===== config.mk =====
export PLATFORM = sky130hd
export DESIGN_NAME = mem_port_arbiter
export DESIGN_NICKNAME = d
export VERILOG_FILES = /design/src/rtl/mem_port_arbiter_pkg.sv /design/src/rtl/arb_rr2.sv /design/src/rtl/mem_port_arbiter.sv
export SDC_FILE = /design/constraint.sdc
export NUM_CORES = 1
export LEC_CHECK = 0
export CORE_MARGIN = 2
export CORE_UTILIZATION = 23
export DETAILED_ROUTE_END_ITERATION = 7
export PLACE_DENSITY = 0.79
export SYNTH_ARGS = -nofsm -noshare
export SYNTH_HDL_FRONTEND = slang
export SYNTH_HIERARCHICAL = 1
export SYNTH_SLANG_ARGS = --single-unit

===== constraint.sdc =====
create_clock -name CLK100MHZ -period 1.95 [get_ports CLK100MHZ]
set_clock_uncertainty 0.1 [all_clocks]
set_input_delay 0.585 -clock CLK100MHZ [delete_from_list [all_inputs] [get_ports CLK100MHZ]]
set_output_delay 0.585 -clock CLK100MHZ [all_outputs]
set_load 0.01 [all_outputs]

===== src/rtl/mem_port_arbiter_pkg.sv =====
// Shared state encodings and port indices for the two-port memory arbiter.
package mem_port_arbiter_pkg;

  typedef enum logic [1:0] {
    ST_IDLE = 2'd0,
    ST_OWN0 = 2'd1,
    ST_OWN1 = 2'd2
  } state_t;

  localparam logic PORT_CPU = 1'b0;
  localparam logic PORT_DMA = 1'b1;

  function automatic state_t own_state(input logic port);
    return (port == PORT_DMA) ? ST_OWN1 : ST_OWN0;
  endfunction

endpackage


===== src/rtl/arb_rr2.sv =====
// Two-way picker: round-robin against the last winner, or fixed priority to port 0.
module arb_rr2
  import mem_port_arbiter_pkg::*;
#(
  parameter int RR = 1
) (
  input  logic [1:0] req,
  input  logic       last,
  output logic       winner,
  output logic       any
);

  always_comb begin
    any    = |req;
    winner = PORT_CPU;
    if (req == 2'b11) begin
      winner = (RR != 0) ? ~last : PORT_CPU;
    end else if (req[1]) begin
      winner = PORT_DMA;
    end
  end

endmodule


===== src/rtl/mem_port_arbiter.sv =====
// Shares one synchronous single-port memory between the CPU port and the DMA port,
// one access per cycle, with bounded locked bursts.
module mem_port_arbiter
  import mem_port_arbiter_pkg::*;
#(
  parameter int ADDR_W   = 16,
  parameter int DATA_W   = 8,
  parameter int MAX_LOCK = 16,
  parameter int RR       = 1
) (
  input  logic              CLK100MHZ,
  input  logic              rst,
  input  logic              req0,
  input  logic              req1,
  input  logic              lock0,
  input  logic              lock1,
  input  logic              we0,
  input  logic              we1,
  input  logic [ADDR_W-1:0] addr0,
  input  logic [ADDR_W-1:0] addr1,
  input  logic [DATA_W-1:0] wdata0,
  input  logic [DATA_W-1:0] wdata1,
  output logic              gnt0,
  output logic              gnt1,
  output logic              rvalid0,
  output logic              rvalid1,
  output logic [DATA_W-1:0] rdata,
  output logic              mem_en,
  output logic              mem_we,
  output logic [ADDR_W-1:0] mem_addr,
  output logic [DATA_W-1:0] mem_wdata,
  input  logic [DATA_W-1:0] mem_rdata
);

  localparam int CNT_W = (MAX_LOCK > 1) ? $clog2(MAX_LOCK + 1) : 1;
  localparam logic [CNT_W-1:0] LOCK_LAST = CNT_W'(MAX_LOCK - 1);

  state_t           state;
  logic             last;
  logic [CNT_W-1:0] lock_cnt;
  logic             arb_last;
  logic             winner;
  logic             any;
  logic             hold;

  assign gnt0 = (state == ST_OWN0) & req0;
  assign gnt1 = (state == ST_OWN1) & req1;

  // The arbiter sees the winner of this cycle as "last", so the
  // re-arbitration at the same edge already rotates away from it.
  assign arb_last = gnt0 ? PORT_CPU : (gnt1 ? PORT_DMA : last);
  assign hold     = ((gnt0 & lock0) | (gnt1 & lock1)) & (lock_cnt < LOCK_LAST);

  arb_rr2 #(.RR(RR)) u_arb (
    .req    ({req1, req0}),
    .last   (arb_last),
    .winner (winner),
    .any    (any)
  );

  always_ff @(posedge CLK100MHZ or posedge rst) begin
    if (rst) begin
      state    <= ST_IDLE;
      last     <= PORT_DMA;
      lock_cnt <= '0;
      rvalid0  <= 1'b0;
      rvalid1  <= 1'b0;
    end else begin
      rvalid0 <= gnt0 & ~we0;
      rvalid1 <= gnt1 & ~we1;
      if (hold) begin
        lock_cnt <= lock_cnt + 1'b1;
      end else begin
        lock_cnt <= '0;
        last     <= arb_last;
        state    <= any ? own_state(winner) : ST_IDLE;
      end
    end
  end

  always_comb begin
    mem_en    = gnt0 | gnt1;
    mem_we    = 1'b0;
    mem_addr  = '0;
    mem_wdata = '0;
    if (gnt0) begin
      mem_we    = we0;
      mem_addr  = addr0;
      mem_wdata = wdata0;
    end else if (gnt1) begin
      mem_we    = we1;
      mem_addr  = addr1;
      mem_wdata = wdata1;
    end
  end

  assign rdata = (rvalid0 | rvalid1) ? mem_rdata : '0;

endmodule


==> reports/qor.txt, run 1 <==
Gr usage total - 0.202
Max-slew headroom - 0.751
Peak supply drop - 0.000244 V
Worst setup margin - -238 ps
Multi-input gate area - 532 µm²
Core footprint - 3280 µm²
Gate Count Post-Synth - 82
Worst-path clk slew - 70 ps
Worst slew pin tran - 373 ps
CTS max path bufs - 2
Post-Route Utilization - 0.614
Final-report max-slew violation count - 0
Starting Density - 0.237
Pin count of the biggest net entering global routing - 15
Post-route minimum period - 2190 ps
DP HPWL - 2840 µm
Synth Cell Area - 777 µm²
Vias per Instance - 4.71
GP Congestion - 0.839
Worst r2r src - state[1]
Hold Path Class - flop to flop
Sequential share of the synthesized area - 0.324
Top Family by Delay on Critical Path - flip-flops
Leading area contributor after synthesis - dfrtp_1
Post-synthesis register bit count - 10
FF-to-FF End - state[0]
Crit path max fanout - 7
Warnings, synthesis - 6
Die Y-Extent - 62.1 µm
# IOs - 102
Global route overflow - 0
Routed vias - 1174
CP endpoint kind - primary output
Most numerous cell in the Yosys netlist - a22o_1
Die ar. - 3860 µm²
Critical Path AT - 1500 ps
Htree depth - 1
Share of layout cells above drive strength 1 - 0.374
Row cnt - 21
Tcrit/Tclk final - 1.12
Sink Count - 10
WL/cell - 15.9 µm
Hold wc startpoint - lock_cnt[0]
Critical path depth in cells - 4
Die span in x - 62.1 µm
TritonCTS clock tree - yes
Crit Path Class - flop to primary output
Worst r2r path cells - 9
Unrepaired setup endpoints after global routing - yes
Worst Hold End - lock_cnt[0]
CTS root buf - clkbuf_4
Violated checks - negative setup slack
Ant. Diodes - 0
Drt total wl - 3970 µm
Crit start category - flop
Pleak - 0.983 nW
Vias in the first global route - 1321
Setup_tns - -5510 ps
Worst setup path startpoint - state[0]
ANT nets after route - 0
Reg area - 251 µm²
Setup violators final - 27
Syn avg cell area - 9.48 µm²
Primary FF master, synth - dfrtp_1
Non-Filler Instances - 249
Unique masters post-synth - 29
Critical Path RT - 1260 ps
EDFF count, synth - 0
Post-synth ARST share - 1.00
TritonCTS buffer count - 3
Global-route wire length before repair - 6220 µm
Syn Nets - 147
Placed insts - 233
Most frequent cells after synthesis - a22o_1 (25), nor2b_1 (11), dfrtp_1 (9)
Final #Nets - 269
Final Cell Area - 2020 µm²
CP max stage cell - dfrtp_1
Area growth syn-to-layout - 159%
Crit path cell chain - and3b_2 -> clkbuf_16 -> a22o_1 -> buf_6
Number of port buffers - 101
Residual DRC - 0
Initial antenna violation count - 0
Fin. Hold Viols - 0
Flop-to-flop setup slack - 90 ps
Latest clock arrival within the worst-skew pair - 260 ps
Critical Path Max Stage Delay - 400 ps
Status - finished with violations
Initial DRC count - 20
Max_cap viols - 0
DRT Pass-1 Iters - 4
Peak Freq - 457 MHz
Ranking of synthesized cells by area - dfrtp_1 (29%), a22o_1 (28%), nor2b_1 (8.9%), dfstp_2 (3.4%), buf_6 (2.9%)
DP Area - 1900 µm²
Filler cell count - 284
Buffer and inverter count on the worst path - 2
Synth top area share - 0.290
Power density over cell area - 568 nW/µm²
Hold depth - 1
worst reg2reg max path: stages (launching register included):
cell and delay (ps):
dfrtp_1 400, nand2_1 70, or2_4 260, clkinv_4 130
buf_4 150, nor2_1 90, nor2_1 50, a21boi_1 170
nor2b_1 70, mux2_4 250
power by group:
part	switching (mW)	internal [mW]	total [mW]
logic	0.284	0.415	0.699
registers	0.0216	0.240	0.262
clock network	0.0714	0.113	0.185
cells in the final DEF (no fill, tap or decap), types with 3 or more instances in the layout:
cell / count
buf_6: 13
dfrtp_1: 9
dlygate4sd2_1: 8
clkdlybuf4s50_1: 55
nor2_1: 5
nor2b_1: 7
buf_2: 27
buf_4: 12
a22o_1: 25
nor2b_4: 4
clkbuf_4: 3
sequential cells by signal (all words and copies together) (netlist names):
name and count:
rvalid0 1, state 2, lock_cnt 5, rvalid1 1
last 1
how the worst max path moves through the flow:
stage	end	slack, ps
2_1_floorplan	mem_addr[0]	10
3_3_place_gp	mem_addr[10]	-960
3_5_place_dp	mem_wdata[3]	-1000
4_1_cts	mem_wdata[3]	-260
5_1_grt	mem_wdata[0]	-280
6_report	mem_addr[5]	-240
per-stage QoR:
| stage | hold slack, ps | worst slack, ps | power, mW |
|---|---|---|---|
| final | 408 | -238 | 1.15 |
| after global routing | 424 | -284 | 1.21 |
| after global placement | 374 | -958 | 0.893 |
| after floorplan | 324 | 13.3 | 0.516 |
| after CTS | 395 | -258 | 1.12 |
| after detailed placement | 386 | -999 | 0.904 |
what timing repair did:
item / 4_1_cts / 5_1_grt
hold buffers: 0 / 0
hold endpoints to repair: 0 / 0
pin swaps: 12 / 21
gates cloned: 5 / 1
setup endpoints to repair: 37 / 32
gates resized for setup: 184 / 7
buffers inserted: 3 / 3
routing by layer:
metal	wire, µm	share of wire	track usage
met5	0	0	0
met2	2110	0.53	0.371
met3	275	0.069	0.0616
met4	163	0.041	0.108
met1	1420	0.36	0.202
cell families (layout without fill, tap and decap cells):
family	Yosys count	in the layout	share of synthesized area
compound gates	29	29	0.320
buf+inv	7	128	0.0547
mux	2	2	0.0322
simple gates	31	31	0.230
fa+ha+maj	1	1	0.0161
flops	10	10	0.324
xor+xnor	2	2	0.0225
final cells by class:
cell class | instances | area share
inverter | 2 | 0.00993
tap | 46 | 0.0286
timing repair buffer | 119 | 0.537
sequential | 10 | 0.125
multi-input combinational | 65 | 0.264
clock buffer | 4 | 0.0180
timing repair inverter | 3 | 0.0180
Note: power is estimated with default switching activity, not from simulation.
==> run 2: changes to the inputs <==
PLACE_DENSITY = 0.77   (was 0.79)
SYNTH_HIERARCHICAL = unset   (was 1)
==> reports/qor.txt, run 2 <==
Syn Nets - 149 (was 147)
Pleak - 1.01 nW (was 0.983 nW)
Pre-CTS WS - -925 ps (was -999 ps)
Flop-to-flop setup slack - 280 ps (was 90 ps)
Most numerous cell in the Yosys netlist - a22o_1 (unchanged)
Synth top area share - 0.281 (was 0.290)
Max reg flops - 5 (unchanged)
Number of port buffers - 101 (unchanged)
Latest clock arrival within the worst-skew pair - 260 ps (about the same)
Most frequent cells after synthesis - a22o_1 (26), dfrtp_1 (9), nor2b_1 (9) (was a22o_1 (25), nor2b_1 (11), dfrtp_1 (9))
Die Y-Extent - 63.4 µm (was 62.1 µm)
Commonest cells after routing, fill and taps aside - clkdlybuf4s50_1 (55), buf_2 (31), a22o_1 (26), buf_4 (16), buf_6 (12) (was clkdlybuf4s50_1 (55), buf_2 (27), a22o_1 (25), buf_6 (13), buf_4 (12))
Crit start category - flop (unchanged)
CTS root buf - clkbuf_4 (unchanged)
Crit path cell chain - nand3b_1 -> inv_4 -> buf_12 -> buf_16 -> a22o_1 -> buf_2 (was and3b_2 -> clkbuf_16 -> a22o_1 -> buf_6)
Buffer and inverter count on the worst path - 4 (was 2)
Ant. Diodes - 0 (unchanged)
Met2 global-route usage - 0.379 (was 0.371)
Syn avg cell area - 9.65 µm² (was 9.48 µm²)
Warnings, synthesis - 0 (was 6)
Worst-path clk slew - 60 ps (was 70 ps)
Largest regs - lock_cnt: 5 flops, state: 2 flops (unchanged)
Commonest non-fill, non-tap cell in the layout - clkdlybuf4s50_1 (unchanged)
Hold Path Class - flop to flop (unchanged)
Met1 track demand over resource - 0.252 (was 0.202)
Htree depth - 1 (unchanged)
Drt total wl - 4420 µm (was 3970 µm)
Residual DRC - 0 (unchanged)
Crit path max fanout - 7 (unchanged)
TritonCTS buffer count - 3 (unchanged)
# IOs - 102 (unchanged)
Synth Cell Area - 811 µm² (was 777 µm²)
CTS max path bufs - 2 (unchanged)
Power density over cell area - 743 nW/µm² (was 568 nW/µm²)
Routed vias - 1238 (was 1174)
Die span in x - 63.4 µm (was 62.1 µm)
Hold wc startpoint - lock_cnt[0] (unchanged)
Placed insts - 239 (was 233)
Ranking of synthesized cells by area - a22o_1 (28%), dfrtp_1 (28%), nor2b_1 (6.9%), buf_6 (4.2%), dfstp_2 (3.2%) (was dfrtp_1 (29%), a22o_1 (28%), nor2b_1 (8.9%), dfstp_2 (3.4%), buf_6 (2.9%))
Fin. Hold Viols - 0 (unchanged)
Critical Path Max Stage Delay - 410 ps (was 400 ps)
Final Cell Area - 2080 µm² (was 2020 µm²)
Worst setup margin - -264 ps (was -238 ps)
TritonCTS clock tree - yes (unchanged)
Pin count of the biggest net entering global routing - 11 (was 15)
Hold depth - 1 (unchanged)
Top Family by Delay on Critical Path - buffers and inverters (was flip-flops)
Die ar. - 4020 µm² (was 3860 µm²)
M3 GR Usage - 0.0732 (was 0.0616)
Peak supply drop - 0.000585 V (was 0.000244 V)
Peak Freq - 452 MHz (was 457 MHz)
DP Area - 1950 µm² (was 1900 µm²)
Initial antenna violation count - 0 (unchanged)
Vias per Instance - 4.78 (was 4.71)
Crit Path Class - flop to primary output (unchanged)
Non-Filler Instances - 259 (was 249)
Row cnt - 21 (unchanged)
CP endpoint kind - primary output (unchanged)
Hold-fix buffers at CTS - 0 (unchanged)
Sink Count - 10 (unchanged)
Initial DRC count - 67 (was 20)
Violated checks - negative setup slack (unchanged)
ANT nets after route - 0 (unchanged)
Worst r2r path cells - 6 (was 9)
Post-Route Utilization - 0.618 (was 0.614)
DP HPWL - 3020 µm (was 2840 µm)
Tcrit/Tclk final - 1.14 (was 1.12)
WL/cell - 17.1 µm (was 15.9 µm)
Post-synthesis register bit count - 10 (unchanged)
Share of layout cells above drive strength 1 - 0.366 (was 0.374)
Max-slew headroom - 0.748 (was 0.751)
DRT Pass-1 Iters - 4 (unchanged)
Worst Hold End - lock_cnt[0] (unchanged)
Primary FF master, synth - dfrtp_1 (unchanged)
Starting Density - 0.241 (was 0.237)
EDFF count, synth - 0 (unchanged)
Max_cap viols - 0 (unchanged)
Sequential share of the synthesized area - 0.310 (was 0.324)
Core footprint - 3360 µm² (was 3280 µm²)
FF-to-FF End - state[1] (was state[0])
Vias in the first global route - 1263 (was 1321)
Worst setup path startpoint - state[1] (was state[0])
Global-route wire length before repair - 6870 µm (was 6220 µm)
Status - finished with violations (unchanged)
Biggest register - lock_cnt (unchanged)
Global route overflow - 0 (unchanged)
Area growth syn-to-layout - 156% (was 159%)
Gate Count Post-Synth - 84 (was 82)
CP max stage cell - dfrtp_1 (unchanged)
Unique masters post-synth - 27 (was 29)
Worst slew pin tran - 378 ps (was 373 ps)
Final #Nets - 279 (was 269)
GP Congestion - 0.799 (was 0.839)
Critical Path RT - 1260 ps (about the same)
Unrepaired setup endpoints after global routing - yes (unchanged)
GRT Max-Usage Layer - met2 (unchanged)
Leading area contributor after synthesis - a22o_1 (was dfrtp_1)
Setup violators final - 27 (unchanged)
Gr usage total - 0.224 (was 0.202)
Post-route minimum period - 2210 ps (was 2190 ps)
Post-synth ARST share - 1.00 (unchanged)
Critical Path AT - 1530 ps (was 1500 ps)
Final-report max-slew violation count - 0 (unchanged)
Worst r2r src - state[0] (was state[1])
[run 2: cell count changes in the layout (fill, tap and decap cells not counted), sizes merged, moves of 2 or more]
cell,previous run,this run
nand2b,1,3
buf,54,67
or2,2,0
clkbuf,6,4
clkinv,3,0
nor2b,11,9
a22oi,0,2
[run 2: logic make-up after synthesis]
logic type	after synthesis	share of synthesized area
AOI/OAI and AO/OA	33	0.340
xor gates and xnor gates	2	0.0216
adders and majority gates	1	0.0154
buffers and inverters	7	0.0694
DFF	10	0.310
and+or+nand+nor	31	0.244
[run 2: worst max-delay path by stage]
stage / endpoint / slack (ps) / cells after the start
3_5_place_dp: mem_wdata[3] / -920 / 6
5_1_grt: mem_addr[9] / -330 / 6
4_1_cts: mem_addr[12] / -360 / 7
2_1_floorplan: mem_addr[10] / 50 / 4
3_3_place_gp: mem_wdata[3] / -890 / 6
6_report: mem_addr[9] / -260 / 6
[run 2: metrics by stage]
step	hold WS [ps]	total power, mW	TNS [ps]
global route	402	1.64	-7940
CTS	392	1.54	-7000
floorplan	324	0.693	0
detailed placement	385	1.22	-28590
global placement	364	1.20	-27830
finish	388	1.54	-6290
[run 2: routing by layer]
metal	share of wire	vias to the layer above
met2	0.50	73
li1	-	585
met1	0.36	566
met4	0.043	0
met3	0.11	14
met5	0	-
[run 2: report_power, final]
group / total (mW) / switching [mW] / internal (mW)
clock: 0.143 / 0.0639 / 0.0788
sequential: 0.280 / 0.0324 / 0.247
combinational: 1.12 / 0.453 / 0.668
[run 2: area by class of cell]
| cell class | count | area (µm²) |
|---|---|---|
| clock buffer | 4 | 26.3 |
| fill | 295 | 1280 |
| inverter | 2 | 10.0 |
| multi-input combinational | 67 | 517 |
| sequential | 10 | 251 |
| tap | 46 | 57.6 |
| timing repair buffer | 130 | 1220 |
[run 2: repair_timing]
| action | 4_1_cts | 5_1_grt |
|---|---|---|
| setup endpoints to repair | 36 | 28 |
| pin swaps | 13 | 16 |
| cloned | 6 | 0 |
| setup buffers | 10 | 2 |
| resized for setup | 180 | 7 |
==> variant 1: new RTL, settings of run 1 <==
`ADDR_W`: 16 -> 15.
--- a/src/rtl/mem_port_arbiter.sv
+++ b/src/rtl/mem_port_arbiter.sv
@@ -4,5 +4,5 @@
   import mem_port_arbiter_pkg::*;
 #(
-  parameter int ADDR_W   = 16,
+  parameter int ADDR_W   = 15,
   parameter int DATA_W   = 8,
   parameter int MAX_LOCK = 16,
Ports: changed (resized addr0, addr1 and mem_addr); port bits go from 102 to 99. No check against the original RTL was run, so the function may have changed too.
==> variant 1 against run 1 <==
The flow still finishes with violations (negative setup slack). Register-to-register slack hardly changed. Worst setup slack worse by 88 ps. Synthesized area is 1.9% lower. Design area is 4.2% lower. Critical path depth is 2 higher. Sequential cell count stayed put. Count of clock-buffer cells in the layout stayed put. Hold slack worse by 17 ps. Utilization is 0.85 points higher. Combinational power is 2% lower. Largest power group unchanged. Non-clock buffer count is 5 lower. Total power is 0.68% lower. Critical path type is now input pin to primary output. Routed wire length is 3.3% higher.
==> variant 1: results (changes against run 1) <==
| Metric | Value |
|---|---|
| Outcome | `complete, but fails checks` |
| Violated checks | `negative setup slack` |
| First-pass GRT wire length | `5440 um (-13%)` |
| Final setup viols | `27 (unchanged)` |
| GRT Total Usage | `0.204 (+0.00278)` |
| Met1 usage | `0.229 (+0.0272)` |
| Pwr dens | `589 mW/mm2 (+3.7%)` |
| Multi-input gate share of total cell area | `0.256 (-0.00782)` |
| Gpl congestion | `0.753 (-10%)` |
| Bufs w/o clock | `114 (-4.2%)` |
| Setup crit start | `req0` |
| Pin count of the biggest net entering global routing | `11 (-4)` |
| FP Rows | `20 (-4.8%)` |
| Slowest stage delay, CP | `250 ps (-150 ps)` |
| Sw Ratio | `0.328 (-0.00154)` |
| Combinational power share | `0.605 (-0.005)` |
| Clk pwr share | `0.164 (+0.003)` |
| Hold Worst Slack | `391 ps (-16.6 ps)` |
| Layout net count | `261 (-3.0%)` |
| Met3 global-route usage | `0.0693 (+0.00773)` |
| Buffer count from post-CTS setup fixing | `16 (+13)` |
| Post-synthesis compound-gate area fraction | `0.315 (-0.00518)` |
| Worst path slowest cell | `and3b_2` |
| #MultiIn Comb | `64 (-1.5%)` |
| Layout cells sized above 1 | `0.360 (-0.0140)` |
| Clk cell area share | `0.0188 (+0.000793)` |
| FILL cells | `286 (+0.70%)` |
| Non-clock buffer share of cell area | `0.539 (+0.00163)` |
| XOR/XNOR share of the synthesized area | `0.0230 (+0.000444)` |
| Met1 wire length | `1500 um (+5.4%)` |
| Grt met2 use | `0.356 (-0.0145)` |
| Lkg Pwr | `0.935 nW (-4.8%)` |
| Worst-Skew Late Latency | `270 ps` |
| WL per Instance | `17.0 um (+6.7%)` |
| Multiplexer share of the synthesized area | `0.0328 (+0.000635)` |
| Worst slew pin tran | `375 ps (+1.99 ps)` |
| Final HPWL DP | `2860 um (+0.68%)` |
| Port buffer count | `98 (-3.0%)` |
| WL met3 | `382 um (+39%)` |
| CP arrival | `1590 ps (+90 ps)` |
| Vias in the first global route | `1058 (-20%)` |
| Highest routed layer | `met4` |
| PnR worst setup slack | `-326 ps (-87.8 ps)` |
| Syn Nets | `144 (-2.0%)` |
| Vias per inst | `4.75 (+0.68%)` |
| PostCTS Resize Cnt | `170 (-7.6%)` |
| Worst vdd ir | `0.000322 V (+32%)` |
| Sequential area share after synthesis | `0.330 (+0.00638)` |
variant 1: changes by cell type in the layout (fill, tap and decap cells not counted), moves of 2 or more:
| cell | before | now |
|---|---|---|
| buf_4 | 12 | 6 |
| nor2b_1 | 7 | 11 |
| buf_16 | 0 | 2 |
| nor2b_4 | 4 | 0 |
| clkbuf_16 | 2 | 0 |
| buf_2 | 27 | 31 |
| nor2_2 | 0 | 2 |
| clkdlybuf4s50_1 | 55 | 53 |
| buf_6 | 13 | 11 |
variant 1: through the flow:
| step | TNS, ps | setup slack [ps] | util | instances |
|---|---|---|---|---|
| after detailed placement | -30870 | -1030 | 0.594 | 225 |
| after global placement | -29360 | -972 | 0.594 | 225 |
| after global routing | -8390 | -369 | 0.622 | 241 |
| final | -6930 | -326 | 0.622 | 241 |
| after floorplan | 0 | 7.24 | - | 81 |
| after CTS | -7270 | -314 | 0.614 | 239 |
variant 1: critical path, delay by kind of cell:
family,cells,cell delay (ps)
AND/OR/NAND/NOR,1,250
buffers and inverters,4,510
AO/OA/AOI/OAI,1,230
==> variant 2: new RTL, flow settings as in run 1 <==
Made on the original files. Make the reset (`rst`) synchronous in one clocked block.
--- a/src/rtl/mem_port_arbiter.sv
+++ b/src/rtl/mem_port_arbiter.sv
@@ -59,5 +59,5 @@
   );
 
-  always_ff @(posedge CLK100MHZ or posedge rst) begin
+  always_ff @(posedge CLK100MHZ) begin
     if (rst) begin
       state    <= ST_IDLE;
Behaviour: differs if rst is asserted again (counterexample within 4 cycles, from zero or initial values and one cycle with rst high); with rst held inactive, the same outputs for 10 cycles.
==> variant 2 against run 1 <==
The flow still finishes with violations (negative setup slack). Sequential cell count stayed put. Worst setup slack got worse by 40 ps. Final cell count is 1.2% higher. Design area is 0.99% lower. Synthesized area decreased by 4.0%. Routed wire length increased by 11%. First-iteration DRC count rose to 2.7 times the old value. Via count grew 4.4%. Synthesized cell count rose by 4.9%. Non-clock buffer count rose by 4.
Power is not compared: it rests on default switching activity, and its combinational part moved more than twofold at a synthesized area within 25%.
==> variant 2: results (changes against run 1) <==
| Metric | Value |
|---|---|
| CP arrival | `1540 ps (+40 ps)` |
| Met1 usage | `0.218 (+0.0160)` |
| Top cells by area, synth | `a22o_1, dfxtp_1, nor2b_1, nor4_1, nor2_1` |
| Met1 wire length | `1520 um (+7.0%)` |
| Synth async-reset ratio | `0 (-1.00)` |
| Final setup viols | `26 (-3.7%)` |
| Area post-placement | `0.00190 mm2 (+0.33%)` |
| Worst Hold Launch | `lock_cnt[4]` |
| Vias in the first global route | `1157 (-12%)` |
| PnR worst setup slack | `-278 ps (-40.0 ps)` |
| Met3 global-route usage | `0.0597 (-0.00189)` |
| Met2 Routed Length | `2270 um (+7.7%)` |
| Slowest stage delay, CP | `270 ps (-130 ps)` |
| Worst Hold Path EP | `lock_cnt[4]` |
| Gpl congestion | `0.775 (-7.7%)` |
| Outcome | `complete, but fails checks` |
| Slew HR | `0.787 (+0.0363)` |
| Setup crit start | `req1` |
| CP Max Fanout | `6 (-1)` |
| Post-synthesis compound-gate area fraction | `0.376 (+0.0554)` |
| Violated checks | `negative setup slack` |
| WL met3 | `454 um (+65%)` |
| First-pass GRT wire length | `5800 um (-6.9%)` |
| Setup crit end | `mem_wdata[4]` |
| GRT Total Usage | `0.217 (+0.0158)` |
| R2r endpoint | `state[1]` |
| XOR/XNOR share of the synthesized area | `0.0235 (+0.000946)` |
| WL per Instance | `17.5 um (+9.6%)` |
| Final HPWL DP | `3030 um (+6.9%)` |
| CP delay by family, top | `buffers and inverters` |
| WL final | `4400 um (+11%)` |
| Worst path slowest cell | `bufbuf_16` |
| Placed cells | `237 (+1.7%)` |
| Synth Area in Adders | `0.0168 (+0.000675)` |
| Synth Instances | `86 (+4.9%)` |
| Synth top cells by count | `a22o_1, dfxtp_1, nor2b_1, nor2_1` |
| Sequential area share after synthesis | `0.268 (-0.0552)` |
| Iteration-0 DRC Markers | `54 (+170%)` |
| R2R setup slack | `220 ps (+130 ps)` |
-- variant 2: changes by cell type after synthesis, moves of 2 or more --
cell,delta
dfxtp_1,+10
dfrtp_1,-9
nor4_1,+5
nand2_1,+3
buf_6,-2
nand4b_1,-2
nor2b_1,-2
o21ai_0,+2
-- variant 2: cell families after synthesis --
| logic type | count (synthesis) |
|---|---|
| and+or+nand+nor | 34 |
| AOI/OAI and AO/OA | 32 |
| DFF | 10 |
| buffers and inverters | 6 |
| xor gates and xnor gates | 2 |
| muxes | 1 |
| adders and majority gates | 1 |
-- variant 2: area by class of cell --
type,count,area (um2),area share
clock buffer,4,36.3,0.0182
inverter,1,8.76,0.00439
multi-input combinational,70,546,0.273
sequential,10,203,0.102
tap,44,55.1,0.0276
timing repair buffer,123,1150,0.575
-- variant 2: what timing repair did --
item / 4_1_cts / 5_1_grt
setup endpoints to repair: 38 / 29
pin swaps: 3 / 4
gates cloned: 4 / 0
setup buffers: 6 / 4
resized for setup: 178 / 16
